--- src/rtl/lfsr_req_scheduler_if.sv ---
// Request/grant bundle between random-number consumers and the LFSR scheduler.
// Latency: n/a (wires only).
// Backpressure: consumers hold req until they ack or drop it; the scheduler holds gnt meanwhile.
interface lfsr_req_scheduler_if #(
   parameter int N_REQ = 4
);
   logic [N_REQ-1:0] req;
   logic [N_REQ-1:0] ack;
   logic [N_REQ-1:0] gnt;
   logic             rnd_valid;
   logic [4:0]       rnd_data;

   // Consumer side
   modport master (
      output req, ack,
      input  gnt, rnd_valid, rnd_data
   );

   // Scheduler side
   modport slave (
      input  req, ack,
      output gnt, rnd_valid, rnd_data
   );
endinterface

--- src/rtl/lfsr_req_scheduler.sv ---
// Round-robin sharing of one 5-bit Fibonacci LFSR (x^5+x^3+1) among N_REQ requesters.
// Latency: req seen in IDLE at edge t -> gnt/rnd_data registered after edge t+1; ack steps LFSR next edge.
// Backpressure: grant held until ack, req drop, seed_load or rst (or watchdog when LFSR_SCHED_TIMEOUT_EN is defined).
module lfsr_req_scheduler #(
   parameter int N_REQ   = 4,
   parameter int TIMEOUT = 15
) (
   input  logic                clk,
   input  logic                rst,
   input  logic                seed_load_i,
   input  logic [4:0]          seed_i,
   lfsr_req_scheduler_if.slave bus,
   output logic [4:0]          lfsr_q_o,
   output logic                timeout_o
);

   localparam int PW = (N_REQ > 1) ? $clog2(N_REQ) : 1;

   typedef enum logic [1:0] {
      IDLE  = 2'd0,
      ARB   = 2'd1,
      GRANT = 2'd2
   } state_t;

   state_t           state_q, state_d;
   logic [4:0]       lfsr_q, lfsr_d;
   logic [N_REQ-1:0] gnt_q, gnt_d;
   logic [4:0]       rnd_data_q, rnd_data_d;
   logic [PW-1:0]    ptr_q, ptr_d;

   logic             win_vld;
   logic [PW-1:0]    win_idx;
   logic [PW-1:0]    cand;

`ifdef LFSR_SCHED_TIMEOUT_EN
   localparam int CW = $clog2(TIMEOUT + 1);
   logic [CW-1:0]    cnt_q, cnt_d;
   logic             timeout_q, timeout_d;
`else
   // TIMEOUT only matters when the watchdog is built in.
   logic             unused_timeout_cfg;
   assign unused_timeout_cfg = ^TIMEOUT;
`endif

   // Round-robin search: first set req bit starting just after the last winner.
   always_comb begin
      win_vld = 1'b0;
      win_idx = '0;
      cand    = '0;
      for (int k = 1; k <= N_REQ; k++) begin
         cand = PW'((int'(ptr_q) + k) % N_REQ);
         if (!win_vld && bus.req[cand]) begin
            win_vld = 1'b1;
            win_idx = cand;
         end
      end
   end

   // Next-state: seed load overrides everything; otherwise IDLE -> ARB -> GRANT -> IDLE.
   always_comb begin
      state_d    = state_q;
      lfsr_d     = lfsr_q;
      gnt_d      = gnt_q;
      rnd_data_d = rnd_data_q;
      ptr_d      = ptr_q;
`ifdef LFSR_SCHED_TIMEOUT_EN
      cnt_d      = cnt_q;
      timeout_d  = 1'b0;
`endif
      if (seed_load_i) begin
         // All-zero would lock the LFSR, so it is replaced by 1.
         lfsr_d  = (seed_i == 5'd0) ? 5'd1 : seed_i;
         gnt_d   = '0;
         state_d = IDLE;
      end else begin
         case (state_q)
            IDLE: begin
               if (|bus.req) state_d = ARB;
            end
            ARB: begin
               if (win_vld) begin
                  gnt_d      = N_REQ'(1) << win_idx;
                  rnd_data_d = lfsr_q;
                  ptr_d      = win_idx;
                  state_d    = GRANT;
`ifdef LFSR_SCHED_TIMEOUT_EN
                  cnt_d      = '0;
`endif
               end else begin
                  state_d = IDLE;
               end
            end
            GRANT: begin
               if (|(bus.ack & gnt_q)) begin
                  // Accepted: consume this value so nobody else sees it.
                  lfsr_d  = {lfsr_q[3:0], lfsr_q[4] ^ lfsr_q[2]};
                  gnt_d   = '0;
                  state_d = IDLE;
               end else if (!(|(bus.req & gnt_q))) begin
                  // Grantee walked away: value stays for the next grant.
                  gnt_d   = '0;
                  state_d = IDLE;
               end
`ifdef LFSR_SCHED_TIMEOUT_EN
               else if (cnt_q == CW'(TIMEOUT - 1)) begin
                  gnt_d     = '0;
                  timeout_d = 1'b1;
                  state_d   = IDLE;
               end else begin
                  cnt_d = cnt_q + 1'b1;
               end
`endif
            end
            default: begin
               gnt_d   = '0;
               state_d = IDLE;
            end
         endcase
      end
   end

   // State and datapath registers with synchronous reset.
   always_ff @(posedge clk) begin
      if (rst) begin
         state_q    <= IDLE;
         lfsr_q     <= 5'd1;
         gnt_q      <= '0;
         rnd_data_q <= '0;
         ptr_q      <= PW'(N_REQ - 1);
`ifdef LFSR_SCHED_TIMEOUT_EN
         cnt_q      <= '0;
         timeout_q  <= 1'b0;
`endif
      end else begin
         state_q    <= state_d;
         lfsr_q     <= lfsr_d;
         gnt_q      <= gnt_d;
         rnd_data_q <= rnd_data_d;
         ptr_q      <= ptr_d;
`ifdef LFSR_SCHED_TIMEOUT_EN
         cnt_q      <= cnt_d;
         timeout_q  <= timeout_d;
`endif
      end
   end

   assign bus.gnt       = gnt_q;
   assign bus.rnd_valid = |gnt_q;
   assign bus.rnd_data  = rnd_data_q;
   assign lfsr_q_o      = lfsr_q;
`ifdef LFSR_SCHED_TIMEOUT_EN
   assign timeout_o     = timeout_q;
`else
   assign timeout_o     = 1'b0;
`endif

endmodule

--- src/flat_wrapper.sv ---
// flat-port wrapper written by rule: the top's interface ports become plain ports
module lfsr_req_scheduler_flat 
#(
   parameter int N_REQ   = 4,
   parameter int TIMEOUT = 15
)
  (clk, rst, seed_load_i, seed_i, lfsr_q_o, timeout_o, bus_req, bus_ack, bus_gnt, bus_rnd_valid, bus_rnd_data);
  lfsr_req_scheduler_if #(.N_REQ(N_REQ)) bus_i ();
  input  logic clk;
  input  logic rst;
  input  logic seed_load_i;
  input  logic [4:0] seed_i;
  output logic [4:0] lfsr_q_o;
  output logic timeout_o;
  input wire logic [$bits(bus_i.req)-1:0] bus_req;
  input wire logic [$bits(bus_i.ack)-1:0] bus_ack;
  output wire logic [$bits(bus_i.gnt)-1:0] bus_gnt;
  output wire logic [$bits(bus_i.rnd_valid)-1:0] bus_rnd_valid;
  output wire logic [$bits(bus_i.rnd_data)-1:0] bus_rnd_data;
  assign bus_i.req = bus_req;
  assign bus_i.ack = bus_ack;
  assign bus_gnt = bus_i.gnt;
  assign bus_rnd_valid = bus_i.rnd_valid;
  assign bus_rnd_data = bus_i.rnd_data;
  lfsr_req_scheduler #(.N_REQ(N_REQ), .TIMEOUT(TIMEOUT)) u_core (.clk(clk), .rst(rst), .seed_load_i(seed_load_i), .seed_i(seed_i), .bus(bus_i), .lfsr_q_o(lfsr_q_o), .timeout_o(timeout_o));
endmodule
--- config.mk ---
export PLATFORM = sky130hd
export DESIGN_NAME = lfsr_req_scheduler_flat
export DESIGN_NICKNAME = d
export VERILOG_FILES = /design/src/rtl/lfsr_req_scheduler_if.sv /design/src/rtl/lfsr_req_scheduler.sv /design/src/flat_wrapper.sv
export SDC_FILE = /design/constraint.sdc
export NUM_CORES = 1
export LEC_CHECK = 0
export CORE_UTILIZATION = 40
export CTS_BUF_LIST = sky130_fd_sc_hd__clkbuf_4 sky130_fd_sc_hd__clkbuf_8
export DETAILED_ROUTE_END_ITERATION = 8
export GPL_TIMING_DRIVEN = 0
export MAX_ROUTING_LAYER = met4
export PLACE_DENSITY = 0.82
export SLEW_MARGIN = 20
export SYNTH_ARGS = -nofsm -noshare
export SYNTH_HDL_FRONTEND = slang
export SYNTH_SLANG_ARGS = --single-unit
--- constraint.sdc ---
create_clock -name clk -period 3 [get_ports clk]
set_input_delay 0.75 -clock clk [delete_from_list [all_inputs] [get_ports clk]]
set_output_delay 0.75 -clock clk [all_outputs]
set_load 0.01 [all_outputs]
==> impl_metrics.tcl, run 1 <==
set metrics [dict create \
    fin_total_pwr_w 0.0004768 \
    die_width_um 50.02 \
    routed_wire_length_per_instance_um 13.55 \
    postCtsSetupBuffers 0 \
    report.final.slew_viol_count 0 \
    synthCells 99 \
    final_antenna_net_count 0 \
    clkSinkCount 18 \
    final_critical_path_time_including_i_o_delays_and_setup_ns 2.387 \
    max_freq_mhz 418.9 \
    gr-total-overflow 0 \
    post_route_cells_drive_above_1_share 0.09848 \
    globalRouteTotalUtil 0.1947 \
    synth_top_family_by_area "compound AO/OA/AOI/OAI gates" \
    synth_largest_type_area_fraction 0.3908 \
    boundaryPins 32 \
    irDropWorstVdd_v 0.0002300 \
    clk_pin_slew_worst_paths_ns 0.10 \
    netlist.top_cell.by_area "sky130_fd_sc_hd__dfxtp_1" \
    core-area_mm2 0.002191 \
    synth_compound_gate_area_share 0.2537 \
    num-nets-final 150 \
    syn_to_final_growth_pct 38.81 \
    synthesized_area_divided_by_synthesized_cell_count_um2 9.314 \
    critical_path.max_fanout 5 \
    synth_area_leaders "sky130_fd_sc_hd__dfxtp_1 39%, sky130_fd_sc_hd__mux2i_1 11%, sky130_fd_sc_hd__o32ai_1 3.8%, sky130_fd_sc_hd__a211oi_1 3.3%, sky130_fd_sc_hd__nand2_1 3.3%" \
    die-height_um 50.02 \
    synth_nets 115 \
    yosys_warning_total 0 \
    fillerInstances 205 \
    timing.final.setup_violations 0 \
    cts_repair_resize_count 0 \
    antennaDiodeCount 0 \
    cts_tree "built" \
    place_congestion 0.8762 \
    syn-cell-area_um2 922.1 \
    cp-end-kind "primary output" \
    detail_route.vias_per_cell 5.500 \
    grt_setup_unrepaired "false" \
    floorplan.initialDensity 0.4209 \
    number_of_global_route_vias_before_repair 863 \
    grt_pass1_wl_um 3691 \
    num_rows 17 \
    remaining_drc_errors 0 \
    report.final.hold_viol_count 0 \
    flop_to_flop_setup_slack_ns 1.44 \
    final_min_period_over_clock_period 0.7958 \
    die_area_mm2 0.002502 \
    count_of_buffers_inserted_at_the_top_level_ports 30 \
    p_leak_nw 0.4957 \
    seqCellArea_um2 360.3 \
    insertion_delay_to_the_later_sink_of_the_worst_skew_pair_ns 0.28 \
    synth.distinct_cells 37 \
    hpwlAfterDp_um 1706 \
    fin_hold_ws_ns 0.5053 \
    drt_first_iter_violations 19 \
    start_kind "flip-flop" \
    antenna_found_initial 0 \
    yosys-mux-area-fraction 0.1085 \
    postPlaceCellArea_mm2 0.001257 \
    post_synth_fa_ha_maj_area_fraction 0 \
    layout.cell_area.non_filler_mm2 0.001280 \
    total_cts_buffers 3 \
    synth_seq_cells 18 \
    worst-setup-path-type "reg2out" \
    multiInputGateArea_um2 520.5 \
    run_status "finished clean" \
    hold_path.class "reg2reg" \
    cts_hold_repair.buffers 0 \
    max_cap_violations 0 \
    seq_area_frac_synth 0.3908 \
    grt_start_max_net_pins 11 \
    fin_tns_setup_ns 0 \
    synthXorXnorAreaFrac 0.009498 \
    finalWirelength_um 2168 \
    worstPathArrival_ns 1.64 \
    cts-htree-levels 1 \
    ctsRootBufferMaster "sky130_fd_sc_hd__clkbuf_4" \
    final.setup_skew_ns 0.003668 \
    worst-endpoint-required_ns 2.25 \
    post_synth_and_or_nand_nor_area_fraction 0.1886 \
    detailroute.via_count 880 \
    clockBufferDepth 2 \
    drt-pass1-iter-count 4 \
    powerDensity_mw_per_mm2 372.5 \
]
[metrics by stage]
| step | setup WS (ns) | std cells | utilization |
|---|---|---|---|
| 2_1_floorplan | 1.160 | 99 | - |
| 3_3_place_gp | 0.5294 | 157 | 0.5740 |
| 3_5_place_dp | 0.4973 | 157 | 0.5740 |
| 4_1_cts | 0.5989 | 160 | 0.5842 |
| 5_1_grt | 0.5386 | 160 | 0.5842 |
| 6_report | 0.6126 | 160 | 0.5842 |
[worst max-delay path: stages (launching register included)]
cell and delay (ns):
sky130_fd_sc_hd__dfxtp_1 0.36, sky130_fd_sc_hd__or4_1 0.51, sky130_fd_sc_hd__clkdlybuf4s50_1 0.49
[logic make-up after synthesis]
kind of cell / Yosys count
mux: 10
other cells: 1
buf+inv: 8
simple gates: 34
compound gates: 27
flops: 18
xor+xnor: 1
[Yosys cell counts (all sizes together)]
master	number
mux2i	10
o2111ai	1
clkbuf	2
dfxtp	18
xnor2	1
o32ai	4
nor2b	3
conb	1
nor3b	1
o211ai	1
a21boi	2
o31ai	1
or4	1
a211o	2
nor4	2
inv	3
or2	3
nor3	5
nand2	8
buf	3
and3b	1
a22o	2
o21ai	2
a22oi	2
o221a	1
or3	2
a211oi	4
a21oi	3
o221ai	1
o41ai	1
nor2	8
[state kept, by name, summed over array words and instances (netlist names)]
signal / count
u_core.bus.rnd_data: 5
u_core.bus.gnt: 4
u_core.lfsr_q_o: 5
u_core.state_q: 2
u_core.ptr_q: 2
[worst paths after layout]
| path | startpoint | to | cells after the start |
|---|---|---|---|
| min | u_core.bus.rnd_data[4] | u_core.bus.rnd_data[4] | 2 |
| max reg2reg | u_core.bus.gnt[2] | u_core.bus.gnt[0] | 4 |
| max | u_core.bus.gnt[1] | bus_rnd_valid | 2 |
| min reg2reg | u_core.bus.rnd_data[4] | u_core.bus.rnd_data[4] | 2 |
[layout by cell type, fill, tap and decap left out, types with 4 or more instances in the layout]
| cell type | Yosys | layout |
|---|---|---|
| sky130_fd_sc_hd__a211oi_1 | 4 | 4 |
| sky130_fd_sc_hd__clkdlybuf4s50_1 | 0 | 30 |
| sky130_fd_sc_hd__dfxtp_1 | 18 | 18 |
| sky130_fd_sc_hd__mux2i_1 | 10 | 10 |
| sky130_fd_sc_hd__nand2_1 | 8 | 8 |
| sky130_fd_sc_hd__nor2_1 | 7 | 7 |
| sky130_fd_sc_hd__nor3_1 | 5 | 5 |
| sky130_fd_sc_hd__o32ai_1 | 4 | 4 |
[power by group]
part / internal (W) / switching (W) / total (W)
logic: 0.0000579 / 0.0000456 / 0.000103
registers: 0.000249 / 0.0000114 / 0.000260
clock network: 0.0000465 / 0.0000665 / 0.000113
total: 0.000353 / 0.000123 / 0.000477
[metal layers]
metal  GRT usage  vias up  part of all wire
met1      0.2239      413              0.44
li1            -      435                 -
met3     0.03704        0             0.055
met2      0.3333       32              0.51
met4     0.06667        0                 0
met5           -        -                 0
[final cells by class]
class / count / area share
plain buffers: 5 / 0.02346
clock buffers: 3 / 0.01760
well taps: 28 / 0.02737
repair buffers: 30 / 0.2346
flip-flops and latches: 18 / 0.2815
multi-input cells: 73 / 0.4066
inverters: 3 / 0.008798
Note: power is estimated with default switching activity, not from simulation.
==> run 2: changes to the inputs <==
PLACE_DENSITY = 0.85   (was 0.82)
clock period = 2.15 ns   (was 3 ns; I/O delays follow)
==> impl_metrics.tcl, run 2 (synthesis gave the netlist of run 1 again) <==
set metrics [dict create \
    hold_path.class "reg2reg" \
    fin_total_pwr_w 0.0007074 \
    insertion_delay_to_the_later_sink_of_the_worst_skew_pair_ns 0.28 \
    boundaryPins 32 \
    ctsRootBufferMaster "sky130_fd_sc_hd__clkbuf_4" \
    cp-end-kind "flip-flop" \
    max_freq_mhz 504.6 \
    irDropWorstVdd_v 0.0005048 \
    worstPathArrival_ns 2.14 \
    cts-htree-levels 1 \
    num_rows 17 \
    floorplan.initialDensity 0.4209 \
    grt_start_max_net_pins 11 \
    fin_hold_ws_ns 0.5028 \
    count_of_buffers_inserted_at_the_top_level_ports 30 \
    die_width_um 50.02 \
    die-height_um 50.02 \
    number_of_global_route_vias_before_repair 861 \
    globalRouteTotalUtil 0.1837 \
    final.setup_skew_ns 0.001008 \
    powerDensity_mw_per_mm2 547.4 \
    cts_tree "built" \
    worst-endpoint-required_ns 2.30 \
    antenna_found_initial 0 \
    cts_hold_repair.buffers 0 \
    drt_first_iter_violations 10 \
    post_route_cells_drive_above_1_share 0.1053 \
    syn_to_final_growth_pct 40.16 \
    drt-pass1-iter-count 4 \
    hpwlAfterDp_um 1673 \
    grt_setup_unrepaired "false" \
    detail_route.vias_per_cell 5.335 \
    report.final.hold_viol_count 0 \
    run_status "finished clean" \
    detailedPlace.worstSlack_ns -0.1159 \
    die_area_mm2 0.002502 \
    final.setup.worst_slack_ns 0.1684 \
    most-common-layout-cells "29 x sky130_fd_sc_hd__clkdlybuf4s50_1, 18 x sky130_fd_sc_hd__dfxtp_1, 10 x sky130_fd_sc_hd__mux2i_1" \
    final_antenna_net_count 0 \
    routed_wire_length_per_instance_um 13.12 \
    num-nets-final 150 \
    clk_pin_slew_worst_paths_ns 0.10 \
    worst-setup-path-type "in2reg" \
    core-area_mm2 0.002191 \
    report.final.slew_viol_count 0 \
    start_kind "input port" \
    place_congestion 0.8824 \
    fin_tns_setup_ns 0 \
    timing.final.setup_violations 0 \
    grt_pass1_wl_um 3498 \
    remaining_drc_errors 0 \
    final_critical_path_time_including_i_o_delays_and_setup_ns 1.982 \
    p_leak_nw 0.5074 \
    max_cap_violations 0 \
    layout.cells.most_common "sky130_fd_sc_hd__clkdlybuf4s50_1" \
    critical_path.max_fanout 6 \
    total_cts_buffers 3 \
    gr-total-overflow 0 \
    clkSinkCount 18 \
    finalWirelength_um 2113 \
    clockBufferDepth 2 \
    detailroute.via_count 859 \
    antennaDiodeCount 0 \
    final_min_period_over_clock_period 0.9217 \
]
==> run 2: changes by cell type in the layout (fill, tap and decap cells not counted) <==
cell / delta
sky130_fd_sc_hd__clkdlybuf4s50_1: -1
sky130_fd_sc_hd__clkbuf_8: +1
sky130_fd_sc_hd__dlygate4sd2_1: +1
==> run 2: stage by stage <==
step | cell area [µm²] | util | instances
finish | 1292 | 0.5899 | 161
global route | 1292 | 0.5899 | 161
CTS | 1292 | 0.5899 | 161
detailed placement | 1257 | 0.5740 | 157
global placement | 1257 | 0.5740 | 157
floorplan | 922.1 | - | 99
==> run 2: worst max-delay path, cell delays in order <==
cell,delay [ns]
sky130_fd_sc_hd__clkdlybuf4s50_1,0.51
sky130_fd_sc_hd__a22o_1,0.27
sky130_fd_sc_hd__o2111ai_1,0.24
sky130_fd_sc_hd__a21boi_0,0.41
sky130_fd_sc_hd__o32ai_1,0.16
==> run 2: path summary, 6_finish.rpt <==
kind / start / endpoint / slack, ns / cells after the start
setup / recovery: bus_req[3] / u_core.bus.gnt[1] / 0.17 / 5
hold / removal: u_core.state_q[0] / u_core.state_q[0] / 0.50 / 1
setup reg to reg: u_core.bus.gnt[2] / u_core.bus.gnt[1] / 0.60 / 4
hold reg to reg: u_core.state_q[0] / u_core.state_q[0] / 0.50 / 1
==> run 2: cell type report <==
class | instances | area [µm²]
multi-input cells | 73 | 520.5
well taps | 28 | 35.03
fillers | 207 | 898.4
flip-flops and latches | 18 | 360.3
plain buffers | 5 | 30.03
inverters | 3 | 11.26
clock buffers | 4 | 36.28
repair buffers | 30 | 299.0
==> run 2: repair_timing <==
item | CTS | global route
resized for setup | 1 | 0
setup buffers | 0 | 0
endpoints found under the setup margin | 1 | 0
endpoints found under the hold margin | 0 | 0
==> run 2: where the power goes <==
| part | internal [W] | switching (W) | total (W) |
|---|---|---|---|
| combinational | 0.0000800 | 0.0000633 | 0.000143 |
| clock | 0.000103 | 0.0000983 | 0.000201 |
| sequential | 0.000347 | 0.0000154 | 0.000363 |
| total | 0.000530 | 0.000177 | 0.000707 |
==> run 2: metal layers <==
| layer | vias to the layer above | wire, µm | part of all wire | GRT usage |
|---|---|---|---|---|
| met1 | 391 | 963 | 0.46 | 0.2093 |
| met4 | 0 | 18 | 0.0085 | 0.05714 |
| met2 | 31 | 1014 | 0.48 | 0.3244 |
| met5 | - | 0 | 0 | - |
| li1 | 435 | - | - | - |
| met3 | 2 | 117 | 0.055 | 0.02778 |
==> run 3: changes to the inputs <==
CORE_UTILIZATION = 41   (was 40)
PLACE_DENSITY = 0.87   (was 0.85)
==> impl_metrics.tcl, run 3 (synthesis gave the netlist of run 1 again) <==
set metrics [dict create \
    grt_pass1_wl_um 3760 \
    syn_to_final_growth_pct 38.54 \
    die-height_um 49.43 \
    worst_slew_margin_relative_to_its_limit 0.6605 \
    hold_path.class "reg2reg" \
    clkSinkCount 18 \
    flop_to_flop_setup_slack_ns 0.63 \
    globalRouteTotalUtil 0.2076 \
    report.final.hold_viol_count 0 \
    clockBufferDepth 2 \
    drt-pass1-iter-count 4 \
    grt_setup_unrepaired "false" \
    cts_hold_repair.buffers 0 \
    p_comb_frac 0.215 \
    cts_tree "built" \
    switching_power_w 0.0001856 \
    total_cts_buffers 3 \
    worst-setup-path-type "reg2out" \
    place_inst 156 \
    seqCellArea_um2 360.3 \
    final_critical_path_time_including_i_o_delays_and_setup_ns 2.000 \
    hpwlAfterDp_um 1738 \
    max_freq_mhz 499.9 \
    worst-endpoint-required_ns 1.61 \
    postCtsSetupBuffers 0 \
    die_area_mm2 0.002443 \
    layout.cells.most_common "sky130_fd_sc_hd__clkdlybuf4s50_1" \
    worstPathArrival_ns 1.46 \
    crit-reg2reg-capture "u_core.lfsr_q_o[3]" \
    core-area_mm2 0.002042 \
    worstPathCellList "or4_1 -> dlygate4sd2_1" \
    antennaDiodeCount 0 \
    clk_pin_slew_worst_paths_ns 0.10 \
    critPathMaxStageDelay_ns 0.51 \
    routed_wire_length_per_instance_um 14.46 \
    boundaryPins 32 \
    num-nets-final 150 \
    hold_path_end "u_core.state_q[0]" \
    insertion_delay_to_the_later_sink_of_the_worst_skew_pair_ns 0.30 \
    fillerInstances 180 \
    share_clk_of_total_power 0.250 \
    floorplan.initialDensity 0.4516 \
    finalWirelength_um 2299 \
    internal_power_w 0.0004931 \
    whs_path_depth 1 \
    remaining_drc_errors 0 \
    grt_start_max_net_pins 11 \
    post_route_cells_drive_above_1_share 0.09848 \
    number_of_global_route_vias_before_repair 910 \
    final_min_period_over_clock_period 0.9304 \
    detailroute.via_count 908 \
    cts-htree-levels 1 \
    place_congestion 0.8735 \
    final_antenna_net_count 0 \
    critical_path.max_fanout 5 \
    report.final.slew_viol_count 0 \
    die_width_um 49.43 \
    multiInputGateArea_um2 520.5 \
    antenna_found_initial 0 \
    p_leak_nw 0.5010 \
    master_of_the_slowest_instance_on_the_critical_path "sky130_fd_sc_hd__or4_1" \
    max_cap_violations 0 \
    cp-end-kind "primary output" \
    most-common-layout-cells "29 x sky130_fd_sc_hd__clkdlybuf4s50_1, 18 x sky130_fd_sc_hd__dfxtp_1, 10 x sky130_fd_sc_hd__mux2i_1" \
    detail_route.vias_per_cell 5.711 \
    finish.cell_count_without_fillers 159 \
    run_status "finished clean" \
    start_kind "flip-flop" \
    seq_power_share 0.535 \
    cells_on_worst_reg2reg_path 4 \
    timing.final.setup_violations 0 \
    sw_frac_of_total 0.2734 \
    drt_first_iter_violations 28 \
    powerDensity_mw_per_mm2 531.3 \
    gr-total-overflow 0 \
    num_rows 16 \
    fin_hold_ws_ns 0.4748 \
    irDropWorstVdd_v 0.0004712 \
    hold_start "u_core.state_q[0]" \
    r2r-start "u_core.state_q[1]" \
    count_of_buffers_inserted_at_the_top_level_ports 30 \
    worst-slew-pin-transition_ns 0.5092 \
    ctsRootBufferMaster "sky130_fd_sc_hd__clkbuf_4" \
    final.setup_skew_ns 0.008871 \
]
[run 3: repair_timing]
| action | CTS | global route |
|---|---|---|
| pin swaps | 0 | 0 |
| hold endpoints to repair | 0 | 0 |
| setup endpoints to repair | 1 | 2 |
| resized for setup | 1 | 1 |
[run 3: area by class of cell]
cell class | count | area share
Timing Repair Buffer | 30 | 0.2341
Clock buffer | 3 | 0.01763
Inverter | 3 | 0.008815
Multi-Input combinational cell | 73 | 0.4074
Tap cell | 27 | 0.02644
Buffer | 5 | 0.02351
Sequential cell | 18 | 0.2821
[run 3: power by group through the flow]
stage / Combinational [W] / Sequential [W] / Clock (W)
after floorplan: 0.0000698 / 0.000372 / 0
after global placement: 0.000140 / 0.000370 / 0
after detailed placement: 0.000145 / 0.000370 / 0
after CTS: 0.000146 / 0.000363 / 0.000165
after global routing: 0.000158 / 0.000365 / 0.000181
final: 0.000146 / 0.000363 / 0.000169
[run 3: routing by layer]
metal / up-vias / GRT usage / share of wire
met2: 46 / 0.3836 / 0.51
met4: 0 / 0.08571 / 0.018
met1: 414 / 0.2099 / 0.41
li1: 439 / - / -
met5: - / - / 0
met3: 9 / 0.04361 / 0.066
[run 3: worst max-delay path by stage]
stage / from / end
after floorplan: bus_req[2] / u_core.ptr_q[1]
after global placement: bus_req[2] / u_core.ptr_q[1]
after detailed placement: bus_req[3] / u_core.bus.gnt[1]
after CTS: bus_req[3] / u_core.bus.gnt[1]
after global routing: u_core.bus.gnt[1] / bus_rnd_valid
final: u_core.bus.gnt[1] / bus_rnd_valid
[run 3: stage by stage]
stage	TNS, ns	power (W)	area [µm²]	util	worst slack [ns]
finish	0	0.0006787	1277	0.6256	0.1497
global route	0	0.0007040	1277	0.6256	0.09786
detailed placement	-1.005	0.0005156	1256	0.6152	-0.1652
global placement	-0.4832	0.0005102	1256	0.6152	-0.08911
CTS	0	0.0006730	1277	0.6256	0.1412
floorplan	0	0.0004419	922.1	-	0.5226
[run 3: critical path, delay by kind of cell, from the launching register on]
| kind | cells | cell delay [ns] |
|---|---|---|
| and+or+nand+nor | 1 | 0.51 |
| buffers and inverters | 1 | 0.29 |
| DFF | 1 | 0.36 |
